===== src/rtl/serial_add_sub_pkg.sv =====
// Shared definitions for the bit-serial adder/subtractor: state encoding and
// a width helper for the bit counter.
package serial_add_sub_pkg;

  localparam logic [1:0] ST_IDLE = 2'd0;
  localparam logic [1:0] ST_RUN  = 2'd1;
  localparam logic [1:0] ST_DONE = 2'd2;

  typedef enum logic [1:0] {
    StIdle = ST_IDLE,
    StRun  = ST_RUN,
    StDone = ST_DONE
  } state_e;

  // Counter width that never collapses to zero bits.
  function automatic int unsigned cnt_width(int unsigned n);
    return (n <= 2) ? 1 : $clog2(n);
  endfunction

endpackage


===== src/rtl/serial_add_sub_full_adder.sv =====
// One-bit full-adder slice, reused every cycle by the serial datapath.
module full_adder (
  input  logic a,
  input  logic b,
  input  logic cin,
  output logic sum,
  output logic cout
);

  // Plain sum-of-products full adder.
  always_comb begin
    sum  = a ^ b ^ cin;
    cout = (a & b) | (a & cin) | (b & cin);
  end

endmodule


===== src/rtl/serial_add_sub.sv =====
// Bit-serial two's-complement adder/subtractor. One full-adder slice is walked
// over WIDTH cycles; operands are taken on a start/done handshake and result
// plus unsigned/signed flags are registered when the last bit completes.
module serial_add_sub
  import serial_add_sub_pkg::*;
#(
  parameter int unsigned WIDTH = 8
) (
  input  logic             clk,
  input  logic             rst,
  input  logic             start,
  input  logic             sub,
  input  logic [WIDTH-1:0] a,
  input  logic [WIDTH-1:0] b,
  output logic             busy,
  output logic             done,
  output logic [WIDTH-1:0] result,
  output logic             carry_out,
  output logic             overflow,
  output logic             zero
);

  localparam int unsigned     CntW    = cnt_width(WIDTH);
  localparam logic [CntW-1:0] LastCnt = CntW'(WIDTH - 1);

  state_e           state_q, state_d;
  logic [WIDTH-1:0] opa_q, opa_d;
  logic [WIDTH-1:0] opb_q, opb_d;
  logic [WIDTH-1:0] acc_q, acc_d;
  logic [WIDTH-1:0] result_q, result_d;
  logic             carry_q, carry_d;
  logic [CntW-1:0]  cnt_q, cnt_d;
  logic             busy_q, busy_d;
  logic             done_q, done_d;
  logic             cout_q, cout_d;
  logic             ovf_q, ovf_d;
  logic             zero_q, zero_d;

  logic             fa_sum;
  logic             fa_cout;
  logic [WIDTH-1:0] acc_shift;

  full_adder u_slice (
    .a    (opa_q[0]),
    .b    (opb_q[0]),
    .cin  (carry_q),
    .sum  (fa_sum),
    .cout (fa_cout)
  );

  // Sum bits enter from the MSB so the first (LSB) bit ends up at bit 0.
  assign acc_shift = {fa_sum, acc_q[WIDTH-1:1]};

  // Next-state: accept in IDLE/DONE, shift one bit per cycle in RUN.
  always_comb begin
    state_d  = state_q;
    opa_d    = opa_q;
    opb_d    = opb_q;
    acc_d    = acc_q;
    result_d = result_q;
    carry_d  = carry_q;
    cnt_d    = cnt_q;
    busy_d   = busy_q;
    done_d   = 1'b0;
    cout_d   = cout_q;
    ovf_d    = ovf_q;
    zero_d   = zero_q;

    case (state_q)
      StIdle, StDone: begin
        if (start) begin
          opa_d   = a;
          // Subtraction is A + ~B + 1; the +1 rides in as the initial carry.
          opb_d   = sub ? ~b : b;
          carry_d = sub;
          acc_d   = '0;
          cnt_d   = '0;
          busy_d  = 1'b1;
          state_d = StRun;
        end else begin
          busy_d  = 1'b0;
          state_d = StIdle;
        end
      end
      StRun: begin
        acc_d   = acc_shift;
        opa_d   = opa_q >> 1;
        opb_d   = opb_q >> 1;
        carry_d = fa_cout;
        if (cnt_q == LastCnt) begin
          // carry_q is the carry into the MSB at this point.
          result_d = acc_shift;
          cout_d   = fa_cout;
          ovf_d    = carry_q ^ fa_cout;
          zero_d   = (acc_shift == '0);
          busy_d   = 1'b0;
          done_d   = 1'b1;
          state_d  = StDone;
        end else begin
          cnt_d = cnt_q + 1'b1;
        end
      end
      default: begin
        busy_d  = 1'b0;
        state_d = StIdle;
      end
    endcase
  end

  // State registers with synchronous reset taking priority over everything.
  always_ff @(posedge clk) begin
    if (rst) begin
      state_q  <= StIdle;
      opa_q    <= '0;
      opb_q    <= '0;
      acc_q    <= '0;
      result_q <= '0;
      carry_q  <= 1'b0;
      cnt_q    <= '0;
      busy_q   <= 1'b0;
      done_q   <= 1'b0;
      cout_q   <= 1'b0;
      ovf_q    <= 1'b0;
      zero_q   <= 1'b0;
    end else begin
      state_q  <= state_d;
      opa_q    <= opa_d;
      opb_q    <= opb_d;
      acc_q    <= acc_d;
      result_q <= result_d;
      carry_q  <= carry_d;
      cnt_q    <= cnt_d;
      busy_q   <= busy_d;
      done_q   <= done_d;
      cout_q   <= cout_d;
      ovf_q    <= ovf_d;
      zero_q   <= zero_d;
    end
  end

  assign busy      = busy_q;
  assign done      = done_q;
  assign result    = result_q;
  assign carry_out = cout_q;
  assign overflow  = ovf_q;
  assign zero      = zero_q;

endmodule


===== config.mk =====
export PLATFORM = sky130hd
export DESIGN_NAME = serial_add_sub
export DESIGN_NICKNAME = d
export VERILOG_FILES = /design/src/rtl/serial_add_sub_pkg.sv /design/src/rtl/serial_add_sub_full_adder.sv /design/src/rtl/serial_add_sub.sv
export SDC_FILE = /design/constraint.sdc
export NUM_CORES = 1
export LEC_CHECK = 0
export CAP_MARGIN = 30
export CELL_PAD_IN_SITES_DETAIL_PLACEMENT = 0
export CELL_PAD_IN_SITES_GLOBAL_PLACEMENT = 1
export CORE_ASPECT_RATIO = 0.6
export CORE_MARGIN = 2
export CORE_UTILIZATION = 30
export CTS_CLUSTER_DIAMETER = 100
export DETAILED_ROUTE_END_ITERATION = 8
export HOLD_SLACK_MARGIN = 0.08
export PLACE_DENSITY = 0.66
export SLEW_MARGIN = 20
export SYNTH_ARGS = -nofsm -noshare
export SYNTH_HDL_FRONTEND = slang
export SYNTH_SLANG_ARGS = --single-unit

===== constraint.sdc =====
create_clock -name clk -period 3.8 [get_ports clk]
set_input_delay 0.57 -clock clk [delete_from_list [all_inputs] [get_ports clk]]
set_output_delay 0.57 -clock clk [all_outputs]
set_load 0.02 [all_outputs]

* Word-level counts from Yosys, hierarchy flattened
Index checks and enable logic that the tools add are counted.
** Cells by class
- Add/sub/neg operators :: 1
- Multipliers :: 0
- Div/mod/pow operators :: 0
- Magnitude comparators :: 0
- Eq/ne operators :: 6
- Shifts and indexed selects :: 0
- Muxes and demuxes :: 19
- Bitwise logic cells :: 10
- Reductions and logical operators :: 8
** Operator list (count)
- case mux 8 bit (2 select lines) :: 3
- 2-to-1 mux 8 bit :: 4
- zero test 8 bit :: 1
- NOT 8 bit :: 1
- 2-to-1 mux 3 bit :: 2
- inequality test 2 bit, second input constant :: 3
- case mux 3 bit (2 select lines) :: 1
- 2-to-1 mux 1 bit :: 5
- case mux 1 bit (2 select lines) :: 2
- case mux 2 bit (2 select lines) :: 1
- AND reduction 2 bit :: 2
- OR reduction 2 bit :: 2
- adder 3 x 1 -> 3 bit, second input constant :: 1
- bitwise AND 1 bit :: 3
- == test 3 bit, second input constant :: 1
- AND reduction 3 bit :: 1
- bitwise XOR 1 bit :: 3
- == test 2 x 1 -> 1 bit, second input constant :: 1
- == test 2 bit, second input constant :: 1
- zero test 2 bit :: 1
- 2-to-1 mux 2 bit :: 1
- bitwise OR 1 bit :: 2
- nonzero test 2 bit :: 1
- NOT 1 bit :: 1
** Word-level totals
- Bits in registers :: 43
- Latch bits :: 0
- Memory bits (writable) :: 0
- Bits in read-only memories :: 0
- Bits of input ports :: 20
- Output and inout port bits :: 13
- Word-level logic and storage cells :: 56
- Memories :: 0

* Logic depth before layout (Yosys ltp)
- Depth after elaboration :: 4
- Gate-level depth with buffers :: 6
- Mapped depth without buffers :: 5

* By module
Synthesis repeated with hierarchy kept, for this count alone.
** Second synthesis, totals
- Cell total of the unflattened synthesis :: 200
- Area total of the unflattened synthesis :: 1744.2 um2
** By module, submodules not included
- serial_add_sub :: times used 1, cells each 199, area an instance 1724.2 um2, seq. area each 840.8 um2
- full_adder :: times used 1, cells each 1, area an instance 20.0 um2, seq. area each 0.0 um2

* Worst setup path before layout
OpenSTA, ideal clock, no wires.
- Kind :: reg2reg
- From :: register carry_q
- To :: register zero_q (netlist: zero)
- Library setup time :: 70 ps
- Arrival :: 1298 ps
- Required time :: 3730 ps
- Slack :: 2432 ps
- Stages on the path, launching flop included :: 5
- Period minus slack after synthesis :: 1368 ps
- Path through :: dfxtp_1 fa_1 nor4_1 nand3_1 a21oi_1
** On the way
- Longest elaborated chain between the ends :: 2
** Ends and longest elaborated chain
- from (decl) :: RTL line serial_add_sub.sv:31 : logic carry_q, carry_d;
- from (signal assigned) :: RTL line serial_add_sub.sv:131 : carry_q <= carry_d;
- bitwise XOR 1 bit :: RTL line serial_add_sub_full_adder.sv:12 : sum = a ^ b ^ cin;
- via fa_sum :: RTL line serial_add_sub.sv:39 : logic fa_sum;
- zero test 8 bit :: RTL line serial_add_sub.sv:95 : zero_d = (acc_shift == '0);
- to (signal assigned) :: RTL line serial_add_sub.sv:137 : zero_q <= zero_d;
- to (decl) :: RTL line serial_add_sub.sv:37 : logic zero_q, zero_d;
The timed path passes the listed nets, and every way through them passes these cells.
A chain may end at the register's enable or synchronous reset.

* Worst setup path after layout
- From :: register ovf_q (netlist: overflow)
- To :: output port overflow
** RTL lines
- from (decl) :: RTL line serial_add_sub.sv:36 : logic ovf_q, ovf_d;
- from (signal assigned) :: RTL line serial_add_sub.sv:136 : ovf_q <= ovf_d;
- to (decl) :: RTL line serial_add_sub.sv:19 : output logic overflow,
No word-level cell between the ends.

==> run summary <==
Hold-critical path depth -> 2
TritonRoute pass-1 iters -> 4
Die H -> 62.96 um
Crit Path Category -> reg -> out
Share of layout cells above drive strength 1 -> 0.05310
Final Util -> 0.4000
#FFs+latches synth -> 42
Cell Chain, Critical Path -> clkdlybuf4s50_1
Critical Path Max Stage Delay -> 0.61 ns
Vias per cell -> 4.673
# IOs -> 33
Post-DRT Antenna Nets -> 0
Fin. max-slew vios -> 0
Setup TNS Final -> 0 ns
Setup Buffers After CTS -> 0
Outcome -> complete, no violations
Vias -> 1430
Reg2Reg Depth -> 4
Later-pin clock latency in the skew report -> 0.30 ns
Placeable Area -> 5570 um2
Final Hold Fails -> 0
CP Buf/Inv Count -> 1
Area growth from synthesis to layout -> 28.22%
CP required -> 3.23 ns
Sequential share of power -> 0.468
Post-place setup slack -> 1.859 ns
Worst-Margin Slew -> 0.7661 ns
GP Congestion -> 0.7187
RSZ-0062 raised after global routing -> false
DRC violations left -> 0
Max IR drop VDD -> 0.1459 mV
Skew final -> 0.01056 ns
Levels on crit path -> 1
TritonCTS Buffers -> 5
Most frequent cells in the layout -> 42 x dfxtp_1, 39 x a21oi_1, 32 x clkdlybuf4s50_1, 30 x nand2_1, 28 x nand3_1
Slew headroom -> 0.4893
Yosys cell types -> 23
Switching power -> 229.8 uW
Design area -> 2228 um2
Initial core utilization -> 0.3120
Max_cap viols -> 0
Largest net degree at the start of global routing -> 43
Critical Path AT -> 1.25 ns
# rows -> 21
Mapped Nets -> 223
Max Freq -> 549.4 MHz
Number of antenna violations at the first check in global routing -> 0
Syn avg cell area -> 8.690 um2
# diodes -> 0
Sequential-to-total area share from yosys stat -> 0.4838
Resize count post-CTS -> 0
Cell area after placement -> 2076 um2
Final Critical Period -> 1.820 ns
Root Driver -> clkbuf_8
Synth Cell Area -> 1738 um2
Clock sinks -> 42
TritonCTS clock tree -> done
Ys Warns -> 0
Reg clk slew, reported paths -> 0.09 ns
CTS HTree Levels -> 2
Routed len/inst -> 12.15 um
P_int -> 770.5 uW
PortBufs -> 32
Most common cell after layout, fill and taps aside -> dfxtp_1
Hold buffers post-CTS -> 0
Total track usage -> 0.1240
DP HPWL -> 2381 um
PnR worst setup slack -> 1.980 ns
Crit path launch type -> register
Leakage Power -> 0.0007617 uW
Final setup fails -> 0
CTS Buffer Depth -> 2
Crit path max-delay family -> buffers and inverters
Clock network fraction of total power -> 0.425
Slowest CP cell -> clkdlybuf4s50_1
Critical-path maximum fanout -> 2
Number of global-route vias before repair -> 1302
Switching Fraction -> 0.2297
Fill cell count -> 580
Final Power -> 1000 uW
Crit path capture type -> output pin
Final WL -> 3719 um
Fin crit share -> 0.4790
NumNets Final -> 248
First-pass GRT wire length -> 6272 um
P per Cell Area -> 448.9 nW/um2
Hold/Removal Path Class -> reg -> reg
Combinational cell fraction of total power -> 0.107
GRT overflow -> 0
Initial DRC count -> 124
Post-Synthesis Cells -> 200
Die area -> 6438 um2
Die width -> 102.3 um
-- routing by layer --
metal / share of wire / track usage
met1: 0.55 / 0.1949
met2: 0.40 / 0.1579
met3: 0.053 / 0.04139
met4: 0.0032 / 0.03000
met5: 0 / 0
-- power by group through the flow --
stage | sequential [uW] | combinational [uW] | clock (uW)
3_3_place_gp | 479 | 104 | 0
2_1_floorplan | 477 | 74.4 | 0
3_5_place_dp | 478 | 105 | 0
6_report | 468 | 107 | 425
4_1_cts | 468 | 106 | 437
5_1_grt | 471 | 121 | 452
-- Yosys cell counts --
library cell | count | area share
nor3b_1 | 1 | 0.0043
nand3b_1 | 1 | 0.0043
ha_1 | 2 | 0.014
buf_4 | 4 | 0.017
and2b_1 | 1 | 0.0043
or3b_1 | 1 | 0.0050
nand2_1 | 30 | 0.065
dfxtp_1 | 42 | 0.48
nor2_1 | 4 | 0.0086
fa_1 | 1 | 0.012
xnor2_1 | 1 | 0.0050
a211oi_1 | 1 | 0.0043
nor2b_1 | 1 | 0.0036
nand3_1 | 28 | 0.081
and3b_1 | 1 | 0.0050
nor4_1 | 2 | 0.0072
buf_2 | 6 | 0.017
nand2b_1 | 3 | 0.011
buf_6 | 3 | 0.019
xor2_1 | 8 | 0.040
a22oi_1 | 15 | 0.065
clkbuf_1 | 5 | 0.011
a21oi_1 | 39 | 0.11
-- per-stage QoR --
step                      hold WS [ns]  instances
after floorplan                 0.4439        200
after global placement          0.4436        296
after detailed placement        0.4464        297
after CTS                       0.4594        305
after global routing            0.4759        306
final                           0.4549        306
-- sequential cells by signal (all words and copies together), names as in the netlist, 2 cells and up --
name	flops
opa_q	8
opb_q	8
state_q	2
acc_q	7
result	8
cnt_q	3
-- logic make-up after synthesis --
kind of cell / Yosys count / share of synthesized area
fa+ha+maj: 3 / 0.02592
buf+inv: 18 / 0.06480
xor+xnor: 9 / 0.04536
compound gates: 55 / 0.1814
simple gates: 73 / 0.1987
flops: 42 / 0.4838
-- final timing paths --
path | slack, ns | start | end
max reg2reg | 2.25 | carry_q | zero
min reg2reg | 0.45 | result[2] | result[2]
min | 0.45 | result[2] | result[2]
max | 1.98 | overflow | overflow
-- layout make-up --
type                       instances  area (um2)  area share
clock inverter                     3       68.82     0.03088
multi-input combinational        140       784.5      0.3520
clock buffer                       5       68.82     0.03088
tap                               80       100.1     0.04492
timing repair buffer              36       365.4      0.1640
sequential                        42       840.8      0.3773
(Power assumes the default switching activity.)
